[src/rtl/hsv_mask_bbox.sv]
// HSV colour-threshold mask with per-frame bounding box and matched-pixel count.
// Streams one pixel per i_valid cycle; publishes box/count once per completed frame.
module hsv_mask_bbox #(
  parameter int IMG_W     = 640,
  parameter int IMG_H     = 480,
  parameter int MIN_COUNT = 64
) (
  input  logic        i_clk,
  input  logic        i_rst,
  input  logic        i_valid,
  input  logic        i_sof,
  input  logic [7:0]  i_H,
  input  logic [7:0]  i_S,
  input  logic [7:0]  i_V,
  input  logic [7:0]  i_h_lo,
  input  logic [7:0]  i_h_hi,
  input  logic [7:0]  i_s_min,
  input  logic [7:0]  i_v_min,
  output logic        o_mask,
  output logic        o_mask_valid,
  output logic [9:0]  o_xmin,
  output logic [9:0]  o_xmax,
  output logic [8:0]  o_ymin,
  output logic [8:0]  o_ymax,
  output logic [18:0] o_count,
  output logic        o_found,
  output logic        o_frame_done
);

  typedef enum logic [1:0] {
    IDLE   = 2'd0,
    ACTIVE = 2'd1,
    REPORT = 2'd2
  } state_t;

  localparam logic [9:0]  X_LAST  = 10'(IMG_W - 1);
  localparam logic [8:0]  Y_LAST  = 9'(IMG_H - 1);
  localparam logic [18:0] CNT_MAX = '1;
  localparam logic [18:0] MIN_CNT = 19'(MIN_COUNT);

  state_t      state;
  logic [9:0]  x;
  logic [8:0]  y;
  logic [9:0]  acc_xmin, acc_xmax;
  logic [8:0]  acc_ymin, acc_ymax;
  logic [18:0] acc_count;

  logic        hue_ok, match, start, take, last;
  logic [9:0]  px;
  logic [8:0]  py;
  logic [9:0]  nxt_xmin, nxt_xmax;
  logic [8:0]  nxt_ymin, nxt_ymax;
  logic [18:0] nxt_count;

  always_comb begin
    if (i_h_lo <= i_h_hi)
      hue_ok = (i_H >= i_h_lo) && (i_H <= i_h_hi);
    else
      hue_ok = (i_H >= i_h_lo) || (i_H <= i_h_hi);
    match = hue_ok && (i_S >= i_s_min) && (i_V >= i_v_min);
  end

  // A start-of-frame pixel is always pixel (0,0), whatever the counters say.
  always_comb begin
    start = i_valid && i_sof;
    take  = i_valid && (i_sof || (state == ACTIVE));
    px    = i_sof ? '0 : x;
    py    = i_sof ? '0 : y;
    last  = (px == X_LAST) && (py == Y_LAST);
  end

  always_comb begin
    nxt_xmin  = acc_xmin;
    nxt_xmax  = acc_xmax;
    nxt_ymin  = acc_ymin;
    nxt_ymax  = acc_ymax;
    nxt_count = acc_count;
    if (start) begin
      nxt_xmin  = X_LAST;
      nxt_xmax  = '0;
      nxt_ymin  = Y_LAST;
      nxt_ymax  = '0;
      nxt_count = '0;
    end
    if (take && match) begin
      if (nxt_count != CNT_MAX) nxt_count = nxt_count + 19'd1;
      if (px < nxt_xmin) nxt_xmin = px;
      if (px > nxt_xmax) nxt_xmax = px;
      if (py < nxt_ymin) nxt_ymin = py;
      if (py > nxt_ymax) nxt_ymax = py;
    end
  end

  always_ff @(posedge i_clk or posedge i_rst) begin
    if (i_rst) begin
      o_mask       <= 1'b0;
      o_mask_valid <= 1'b0;
    end else begin
      o_mask       <= i_valid && match;
      o_mask_valid <= i_valid;
    end
  end

  always_ff @(posedge i_clk or posedge i_rst) begin
    if (i_rst) begin
      state     <= IDLE;
      x         <= '0;
      y         <= '0;
      acc_xmin  <= X_LAST;
      acc_xmax  <= '0;
      acc_ymin  <= Y_LAST;
      acc_ymax  <= '0;
      acc_count <= '0;
    end else begin
      acc_xmin  <= nxt_xmin;
      acc_xmax  <= nxt_xmax;
      acc_ymin  <= nxt_ymin;
      acc_ymax  <= nxt_ymax;
      acc_count <= nxt_count;
      if (take) begin
        if (px == X_LAST) begin
          x <= '0;
          y <= (py == Y_LAST) ? '0 : py + 9'd1;
        end else begin
          x <= px + 10'd1;
          y <= py;
        end
      end
      if (start)
        state <= last ? REPORT : ACTIVE;
      else begin
        case (state)
          ACTIVE:  if (take && last) state <= REPORT;
          REPORT:  state <= IDLE;
          default: state <= IDLE;
        endcase
      end
    end
  end

  // A sof arriving during REPORT restarts accumulation on the same edge; the
  // report still publishes the pre-edge accumulator values of the finished frame.
  always_ff @(posedge i_clk or posedge i_rst) begin
    if (i_rst) begin
      o_xmin       <= '0;
      o_xmax       <= '0;
      o_ymin       <= '0;
      o_ymax       <= '0;
      o_count      <= '0;
      o_found      <= 1'b0;
      o_frame_done <= 1'b0;
    end else begin
      o_frame_done <= (state == REPORT);
      if (state == REPORT) begin
        o_count <= acc_count;
        o_found <= (acc_count >= MIN_CNT);
        if (acc_count == '0) begin
          o_xmin <= '0;
          o_xmax <= '0;
          o_ymin <= '0;
          o_ymax <= '0;
        end else begin
          o_xmin <= acc_xmin;
          o_xmax <= acc_xmax;
          o_ymin <= acc_ymin;
          o_ymax <= acc_ymax;
        end
      end
    end
  end

endmodule

[config.mk]
export PLATFORM = sky130hd
export DESIGN_NAME = hsv_mask_bbox
export DESIGN_NICKNAME = d
export VERILOG_FILES = /design/src/rtl/hsv_mask_bbox.sv
export SDC_FILE = /design/constraint.sdc
export NUM_CORES = 1
export LEC_CHECK = 0
export CAP_MARGIN = 10
export CORE_UTILIZATION = 45
export CTS_CLUSTER_SIZE = 28
export DETAILED_ROUTE_END_ITERATION = 16
export GPL_ROUTABILITY_DRIVEN = 0
export MAX_ROUTING_LAYER = met4
export PLACE_DENSITY = 0.66
export SYNTH_ARGS = -nofsm -noshare
export SYNTH_HDL_FRONTEND = slang
export SYNTH_SLANG_ARGS = --single-unit
[constraint.sdc]
create_clock -name i_clk -period 6.81 [get_ports i_clk]
set_clock_uncertainty 0.15 [all_clocks]
set_input_delay 0.681 -clock i_clk [delete_from_list [all_inputs] [get_ports i_clk]]
set_output_delay 0.681 -clock i_clk [all_outputs]
set_load 0.01 [all_outputs]
==> flow_summary_export.csv, run 1 <==
group,metric,value,unit
route,vias,6397,
sta,tns,0,ps
clocking,cts_tree,"done",
sta,fmax,0.236,GHz
min_path,hp-class,"register to register",
synth,postSynthCellCount,821,
sta,worst_pin_slew,1140,ps
clocking,clk_pin_slew_worst_paths,60,ps
placement,portBuffers,120,
sta,setup_viol,0,
grt,grt_pass1_wl,31.4,mm
route,dr.pass1.iters,5,
clocking,cts_made_buffers,17,
sta,maxSlewViolCount,0,
synth,ys.flop_type,"dfrtp_1",
clocking,htreeDepth,4,
cells_and_area,diodes,0,
synth,synth_top_cells_by_area,"dfrtp_1 39%, ha_1 12%, nand2_1 5.7%, dfstp_2 5.3%, a22o_1 4.6%",
synth,yosysSeqAreaShare,43.9,%
grt,first_global_vias,6192,
cells_and_area,areaGrowthSynthToFinish,25.2,%
min_path,holdPathEnd,"o_count[1]",
clocking,post_cts_buffers,0,
run,drv_cap,0,
synth,synth_top_area_share,38.6,%
synth,ys_seq_elements,139,
die,die_y,135,µm
route,wl_met2,8.61,mm
power,combPwrFrac,10.5,%
min_path,min_path_cells,2,
clocking,clk_latency,420,ps
worst_setup_path,r2r_cells,6,
route,ant_nets,0,
synth,synth_warnings,0,
worst_setup_path,rrSetupSlack,3580,ps
route,m1WireLength,9.26,mm
die,io_pins,121,
route,wire_per_inst,16.0,µm
cells_and_area,drive_gt1_share,7.28,%
sta,timing.final.ws_setup,2580,ps
synth,syn_nets,960,
power,power_density,202,nW/µm²
worst_setup_path,r2r-start,"state[1]",
cells_and_area,final_nets,1074,
clocking,holdBufCountCts,0,
route,drt-initial-drc-count,494,
sta,relSlewSlack,24.3,%
clocking,cts_resized,0,
worst_setup_path,cp-end-kind,"register",
synth,async_flop_share,100,%
synth,synth_largest_area_cell,"dfrtp_1",
sta,finalCritPeriodShare,62.1,%
clocking,clock-sinks,139,
power,p_int,1.50,mW
power,p_leak,4.88,nW
min_path,worstHoldStart,"o_count[1]",
route,routed.top_layer,"met4",
clocking,clk_path_buf_depth,2,
route,drc,0,
grt,grt-ovfl-total,0,
worst_setup_path,crit_fanout,20,
synth,synth-edff-count,0,
synth,syn_area,7970,µm²
die,die-area,18200,µm²
grt,grt_max_degree,73,
worst_setup_path,r2r_end,"acc_ymax[0]",
clocking,cts_root_buf,"clkbuf_16",
outcome,outcome,"finished clean",
sta,hold_viol,0,
power,swShare,25.5,%
die,initial_utilization,46.1,%
worst_setup_path,start_kind,"input port",
sta,rsz0062_at_grt,"no",
grt,grt.total_usage,22.6,%
cells_and_area,final.fill_count,1528,
cells_and_area,fin_util,57.7,%
sta,min_period,4230,ps
power,power_frac_seq,43.4,%
placement,place_hpwl,13.6,mm
die,num_rows,48,
power,pwr-share-clk,46.1,%
grt,antenna_found_initial,0,
placement,place_ws,2250,ps
worst_setup_path,cp.arrival,4390,ps
worst_setup_path,crit_required,6970,ps
synth,avgSynthCellArea,9.70,µm²
power,p_sw,514,µW
synth,ys_types,65,
die,core_area,17300,µm²
route,finalWirelength,18.8,mm
die,die_width,135,µm
worst_setup_path,path_class,"input port to register",
power,irDropWorstVdd,0.169,mV
route,drt-vias-per-instance,5.45,
route,met3_length,737,µm
## power by group through the flow
stage / registers [mW] / logic [mW] / clock network [mW]
after CTS: 0.876 / 0.215 / 0.947
after global placement: 0.891 / 0.210 / 0
after floorplan: 0.885 / 0.135 / 0
after detailed placement: 0.891 / 0.213 / 0
after global routing: 0.880 / 0.242 / 0.990
final: 0.876 / 0.213 / 0.930
## synth_stat cells (all sizes together) (5+ instances only)
| cell | n |
|---|---|
| o31ai | 8 |
| and2 | 8 |
| buf | 6 |
| o21a | 5 |
| a22o | 42 |
| nor2 | 40 |
| nor4 | 6 |
| nor2b | 7 |
| dfstp | 16 |
| o22ai | 5 |
| nand3 | 21 |
| ha | 79 |
| xnor2 | 5 |
| and3 | 17 |
| nand4 | 15 |
| nor3 | 12 |
| a21oi | 27 |
| dfrtp | 123 |
| mux2 | 5 |
| clkbuf | 26 |
| mux2i | 36 |
| o21ai | 36 |
| a21o | 10 |
| nand2 | 123 |
| nand2b | 23 |
| inv | 61 |
## per-stage QoR
step | area (µm²) | hold slack, ps | power, mW | instances
floorplan | 7970 | 302 | 1.02 | 821
global placement | 9390 | 309 | 1.10 | 1141
detailed placement | 9390 | 314 | 1.10 | 1141
CTS | 9980 | 330 | 2.04 | 1173
global route | 9980 | 350 | 2.11 | 1173
finish | 9980 | 324 | 2.02 | 1173
## cell families after synthesis
group,Yosys count,synth area share [%]
mux,41,5.23
flops,139,43.9
simple gates,288,17.6
fa+ha+maj,81,12.7
buf+inv,94,4.66
compound gates,170,15.0
xor+xnor,8,0.879
## worst max-delay path by stage
| stage | start | to | cells past startpoint |
|---|---|---|---|
| floorplan | i_rst | acc_count[0] | 1 |
| global placement | i_h_hi[3] | acc_ymax[0] | 10 |
| detailed placement | i_valid | acc_count[1] | 11 |
| CTS | i_valid | acc_count[1] | 11 |
| global route | i_valid | acc_count[1] | 11 |
| finish | i_valid | acc_count[1] | 11 |
## layout by cell type (no fill, tap or decap), types with 4 or more instances in the layout
cell type,instances
clkbuf_16,17
o31ai_1,8
a22o_1,42
dfstp_2,16
o21a_1,5
xnor2_1,5
nand4_1,15
and3_1,17
nand2_1,121
ha_1,79
or3_1,4
and4_1,4
o22ai_1,5
nor2b_1,7
nor3_1,11
mux2i_1,36
nand3_1,21
nor4_1,6
inv_6,4
buf_4,7
and2_1,8
nand2b_1,22
dfrtp_1,123
a21oi_1,27
inv_1,60
a21o_1,10
clkdlybuf4s50_1,120
o21ai_0,36
nor2_1,40
## critical path, stage by stage
cell and delay, ps:
clkdlybuf4s50_1 650, nand2_1 470, buf_4 350, and2_1 200, ha_1 200, nand2_1 60
nor4b_1 610, and3_1 330, nand3_1 260, nand2_1 200, mux2_2 340
## routing by layer
| metal | up-vias | global-route usage [%] |
|---|---|---|
| met5 | - | - |
| met3 | 14 | 4.54 |
| met2 | 147 | 34.5 |
| met1 | 3069 | 30.8 |
| li1 | 3167 | - |
| met4 | 0 | 5.62 |
## area by class of cell
type / instances / area, µm² / share of cell area [%]
multi-input cells: 588 / 4120 / 41.2
flip-flops and latches: 139 / 3500 / 35.1
repair buffers: 127 / 1250 / 12.6
clock buffers: 18 / 429 / 4.30
well taps: 225 / 282 / 2.82
inverters: 62 / 238 / 2.38
clock inverters: 14 / 163 / 1.63
## sequential cells by signal, indices dropped and copies added (netlist names)
| signal | count |
|---|---|
| o_xmax | 10 |
| o_mask_valid | 1 |
| o_found | 1 |
| x | 10 |
| acc_xmax | 10 |
| o_ymax | 9 |
| o_frame_done | 1 |
| o_mask | 1 |
| y | 9 |
| acc_xmin | 10 |
| acc_ymax | 9 |
| o_ymin | 9 |
| acc_ymin | 9 |
| acc_count | 19 |
| o_xmin | 10 |
| o_count | 19 |
| state | 2 |
Power figures use the tool's default switching activity.
==> inputs of run 2 (changes only) <==
--- a/config.mk
+++ b/config.mk
@@ -11,7 +11,7 @@
 export DETAILED_ROUTE_END_ITERATION = 16
 export GPL_ROUTABILITY_DRIVEN = 0
 export MAX_ROUTING_LAYER = met4
-export PLACE_DENSITY = 0.66
+export PLACE_DENSITY = 0.69
 export SYNTH_ARGS = -nofsm -noshare
 export SYNTH_HDL_FRONTEND = slang
 export SYNTH_SLANG_ARGS = --single-unit
==> constraint.sdc (replaced) <==
create_clock -name i_clk -period 3.5 [get_ports i_clk]
set_clock_uncertainty 0.15 [all_clocks]
set_input_delay 0.35 -clock i_clk [delete_from_list [all_inputs] [get_ports i_clk]]
set_output_delay 0.35 -clock i_clk [all_outputs]
set_load 0.01 [all_outputs]
==> flow_summary_export.csv, run 2 (synthesized netlist as in run 1, its figures left out) <==
group,metric,value,unit
outcome,outcome,"finished clean",
clocking,cts_root_buf,"clkbuf_16",
run,drv_cap,0,
sta,finalCritPeriodShare,87.4,%
power,pwr-share-clk,46.0,%
worst_setup_path,cp_slowest_stage_delay,450,ps
power,power,3.97,mW
cells_and_area,final_nets,1113,
worst_setup_path,cp_num_buf_inv,3,
worst_setup_path,rrSetupSlack,740,ps
worst_setup_path,slowest_stage,"clkdlybuf4s50_1",
power,swShare,24.2,%
worst_setup_path,start_kind,"input port",
min_path,hp-class,"input port to async pin",
die,die_y,135,µm
cells_and_area,reg_top3,"acc_count: 19 flops, o_count: 19 flops",
clocking,clk_latency,420,ps
worst_setup_path,r2r_end,"acc_count[12]",
clocking,htreeDepth,4,
sta,worst_pin_slew,698,ps
route,vias,6525,
power,p_int,3.01,mW
worst_setup_path,r2r_cells,8,
grt,grt.total_usage,23.4,%
grt,first_global_vias,6515,
power,power_density,386,nW/µm²
die,io_pins,121,
placement,portBuffers,120,
clocking,holdBufCountCts,0,
route,ant_nets,0,
route,drt-vias-per-instance,5.38,
cells_and_area,final_cell_mix,"123 x dfrtp_1, 121 x nand2_1, 120 x clkdlybuf4s50_1",
worst_setup_path,cp.arrival,3240,ps
die,initial_utilization,46.1,%
cells_and_area,multi_input_area,4120,µm²
sta,min_period,3060,ps
clocking,cts_made_buffers,17,
route,finalWirelength,19.1,mm
die,die_width,135,µm
cells_and_area,area.sequential,3500,µm²
clocking,post_cts_buffers,0,
cells_and_area,design_area,10300,µm²
die,core_area,17300,µm²
worst_setup_path,crit_fanout,8,
placement,placed_cells,1180,
sta,relSlewSlack,53.5,%
sta,maxSlewViolCount,0,
sta,hold_viol,0,
power,p_leak,5.08,nW
route,dr.pass1.iters,5,
worst_setup_path,crit_required,3690,ps
worst_setup_path,r2r-start,"acc_count[1]",
cells_and_area,areaGrowthSynthToFinish,29.3,%
route,wire_per_inst,15.7,µm
placement,placed_cell_area,9700,µm²
cells_and_area,diodes,0,
cells_and_area,drive_gt1_share,10.7,%
die,die-area,18200,µm²
clocking,cts_resized,0,
sta,tns,0,ps
power,irDropWorstVdd,0.333,mV
cells_and_area,fin_cells,1212,
clocking,clk_path_buf_depth,2,
cells_and_area,fin_util,59.6,%
grt,grt-ovfl-total,0,
sta,setup_viol,0,
grt,antenna_found_initial,0,
placement,place_hpwl,14.3,mm
worst_setup_path,path_cells,"clkdlybuf4s50_1 > inv_1 > ha_1 > and3_1 > a221o_1 > a22o_1 > maj3_2 > nor3_4 > o311a_1 > buf_4 > mux2i_1",
die,num_rows,48,
worst_setup_path,path_class,"input port to register",
power,combPwrFrac,11.1,%
grt,grt_max_degree,64,
sta,rsz0062_at_grt,"no",
sta,fmax,0.327,GHz
route,drt-initial-drc-count,500,
clocking,clock-sinks,139,
clocking,clk_pin_slew_worst_paths,60,ps
power,p_sw,963,µW
clocking,cts_tree,"done",
worst_setup_path,cp-end-kind,"register",
route,drc,0,
grt,grt_pass1_wl,32.5,mm
cells_and_area,final.fill_count,1489,
cells_and_area,final_common_cell,"dfrtp_1",
worst_setup_path,crit_family,"compound AO/OA/AOI/OAI gates",
power,power_frac_seq,42.9,%
run 2: worst register-to-register path, cell delays in order, from the launching register on:
cell and delay [ps]:
dfrtp_1 380, a21boi_0 330, ha_1 270, nand2_1 70, nor4b_1 430, and3_1 310, nand3_1 210, nand3_1 150
mux2_2 350
run 2: cell type report:
class,count,share of cell area (%)
clock buffer,20,4.24
tap,225,2.73
inverter,62,2.29
timing repair buffer,166,15.2
sequential,139,33.9
multi-input combinational,588,39.9
clock inverter,12,1.61
run 2: power by group through the flow:
stage               logic (mW)  registers (mW)  clock network, mW
floorplan                0.264            1.72                  0
finish                   0.439            1.71               1.83
global placement         0.433            1.73                  0
CTS                      0.444            1.71               1.87
global route             0.500            1.71               1.93
detailed placement       0.439            1.73                  0
run 2: how the worst max path moves through the flow:
stage	from	cells after the start	endpoint
after global placement	i_h_hi[3]	11	acc_count[12]
after CTS	i_h_hi[3]	11	acc_count[12]
after global routing	i_H[0]	11	acc_count[10]
after detailed placement	i_h_hi[3]	11	acc_count[12]
final	i_h_hi[3]	11	acc_ymax[6]
after floorplan	i_sof	15	acc_ymax[0]
run 2: through the flow:
stage               setup slack (ps)  hold WS [ps]
floorplan                        366           231
global placement                58.2           308
detailed placement              13.6           315
CTS                              465           256
global route                     237           283
finish                           441           235
run 2: metal layers:
layer / GRT usage [%] / vias to the layer above / part of all wire, %
met3: 4.02 / 25 / 3.8
met2: 35.2 / 147 / 45
met4: 7.43 / 0 / 1.7
met1: 32.1 / 3095 / 49
li1: - / 3258 / -
met5: - / - / 0
==> inputs of run 3 (changes only) <==
--- a/config.mk
+++ b/config.mk
@@ -6,6 +6,7 @@
 export NUM_CORES = 1
 export LEC_CHECK = 0
 export CAP_MARGIN = 10
+export CORE_ASPECT_RATIO = 1.75
 export CORE_UTILIZATION = 45
 export CTS_CLUSTER_SIZE = 28
 export DETAILED_ROUTE_END_ITERATION = 16
==> flow_summary_export.csv, run 3 (synthesized netlist as in run 1, its figures left out) <==
group,metric,value,unit
outcome,outcome,"finished clean",
min_path,hp-class,"input port to async pin",
worst_setup_path,rrSetupSlack,720,ps
grt,grt.total_usage,24.1,%
sta,timing.final.ws_setup,427,ps
placement,place_ws,-12.6,ps
worst_setup_path,crit_required,3690,ps
worst_setup_path,crit_fanout,6,
cells_and_area,final_common_cell,"dfrtp_1",
cells_and_area,diodes,0,
placement,place_hpwl,15.0,mm
sta,setup_viol,0,
sta,worst_pin_slew,554,ps
route,drc,0,
die,die_y,178,µm
cells_and_area,reg_top3,"acc_count: 19 flops, o_count: 19 flops",
clocking,holdBufCountCts,0,
die,die_width,103,µm
clocking,clk_latency,430,ps
route,vias,6659,
power,irDropWorstVdd,0.237,mV
sta,relSlewSlack,62.1,%
cells_and_area,fin_util,59.7,%
worst_setup_path,cp-end-kind,"register",
worst_setup_path,path_class,"input port to register",
grt,grt-ovfl-total,0,
route,wire_per_inst,16.1,µm
sta,finalCritPeriodShare,87.8,%
sta,tns,0,ps
cells_and_area,drive_gt1_share,10.7,%
run,drv_cap,0,
die,core_area,17400,µm²
placement,placed_cell_area,9710,µm²
grt,grt_max_degree,97,
clocking,htreeDepth,4,
grt,first_global_vias,6806,
worst_setup_path,cp.arrival,3270,ps
sta,maxSlewViolCount,0,
die,initial_utilization,45.9,%
die,num_rows,64,
clocking,post_cts_buffers,0,
clocking,cts_resized,0,
clocking,clk_path_buf_depth,2,
sta,hold_slack,140,ps
grt,grt_pass1_wl,32.7,mm
worst_setup_path,crit_family,"compound AO/OA/AOI/OAI gates",
sta,fmax,0.325,GHz
route,dr.pass1.iters,4,
sta,hold_viol,0,
worst_setup_path,path_depth,11,
cells_and_area,final_nets,1111,
grt,antenna_found_initial,0,
sta,rsz0062_at_grt,"no",
cells_and_area,design_area,10400,µm²
worst_setup_path,path_cells,"clkdlybuf4s50_1 > inv_1 > ha_1 > and3_1 > a221o_1 > a22o_1 > maj3_2 > nor3_4 > o311a_1 > buf_4 > mux2i_1",
route,drt-vias-per-instance,5.48,
placement,placed_cells,1184,
worst_setup_path,cp_slowest_stage_delay,450,ps
clocking,clk_pin_slew_worst_paths,60,ps
cells_and_area,final_cell_mix,"123 x dfrtp_1, 121 x nand2_1, 120 x clkdlybuf4s50_1",
clocking,clock-sinks,139,
route,drt-initial-drc-count,340,
power,power_density,404,nW/µm²
worst_setup_path,r2r_cells,8,
placement,portBuffers,120,
clocking,cts_tree,"done",
power,power,4.20,mW
cells_and_area,fin_cells,1216,
route,ant_nets,0,
die,die-area,18300,µm²
route,finalWirelength,19.6,mm
worst_setup_path,start_kind,"input port",
clocking,cts_root_buf,"clkbuf_16",
die,io_pins,121,
power,p_leak,5.11,nW
clocking,cts_made_buffers,17,
sta,min_period,3070,ps
worst_setup_path,slowest_stage,"clkdlybuf4s50_1",
worst_setup_path,cp_num_buf_inv,3,
cells_and_area,areaGrowthSynthToFinish,30.3,%
-- run 3: changes by cell type in the layout (fill, tap and decap cells not counted) --
cell       previous run  this run
buf_4                44        41
bufinv_16             3         6
clkinv_4              5         2
buf_12                2         3
clkbuf_1              3         2
inv_6                 2         3
-- run 3: worst paths after layout --
check	startpoint	to
worst max-delay path	i_h_hi[3]	acc_ymax[4]
worst min-delay path	i_rst	o_xmin[2]
worst max register to register	acc_count[1]	acc_count[1]
worst min register to register	o_count[13]	o_count[13]
max in group asynchronous	i_rst	acc_ymin[3]
min in group i_clk	o_count[13]	o_count[13]
-- run 3: layer usage --
layer | vias to the layer above | part of all wire (%) | GRT usage, %
met3 | 42 | 3.0 | 3.72
li1 | 3238 | - | -
met2 | 180 | 55 | 42.9
met1 | 3199 | 38 | 25.6
met5 | - | 0 | -
met4 | 0 | 3.7 | 11.1
-- run 3: area by class of cell --
type	instances	area [µm²]
fillers	1543	7000
multi-input cells	588	4120
flip-flops and latches	139	3500
repair buffers	164	1570
clock buffers	19	433
well taps	231	289
clock inverters	13	239
inverters	62	236
-- run 3: where the power goes --
group | switching (mW) | leakage, nW | total [mW] | internal (mW)
Combinational | 0.230 | 2.92 | 0.438 | 0.208
Sequential | 0.0337 | 1.88 | 1.71 | 1.67
Clock | 0.706 | 0.319 | 2.05 | 1.34
Total | 0.970 | 5.11 | 4.20 | 3.23
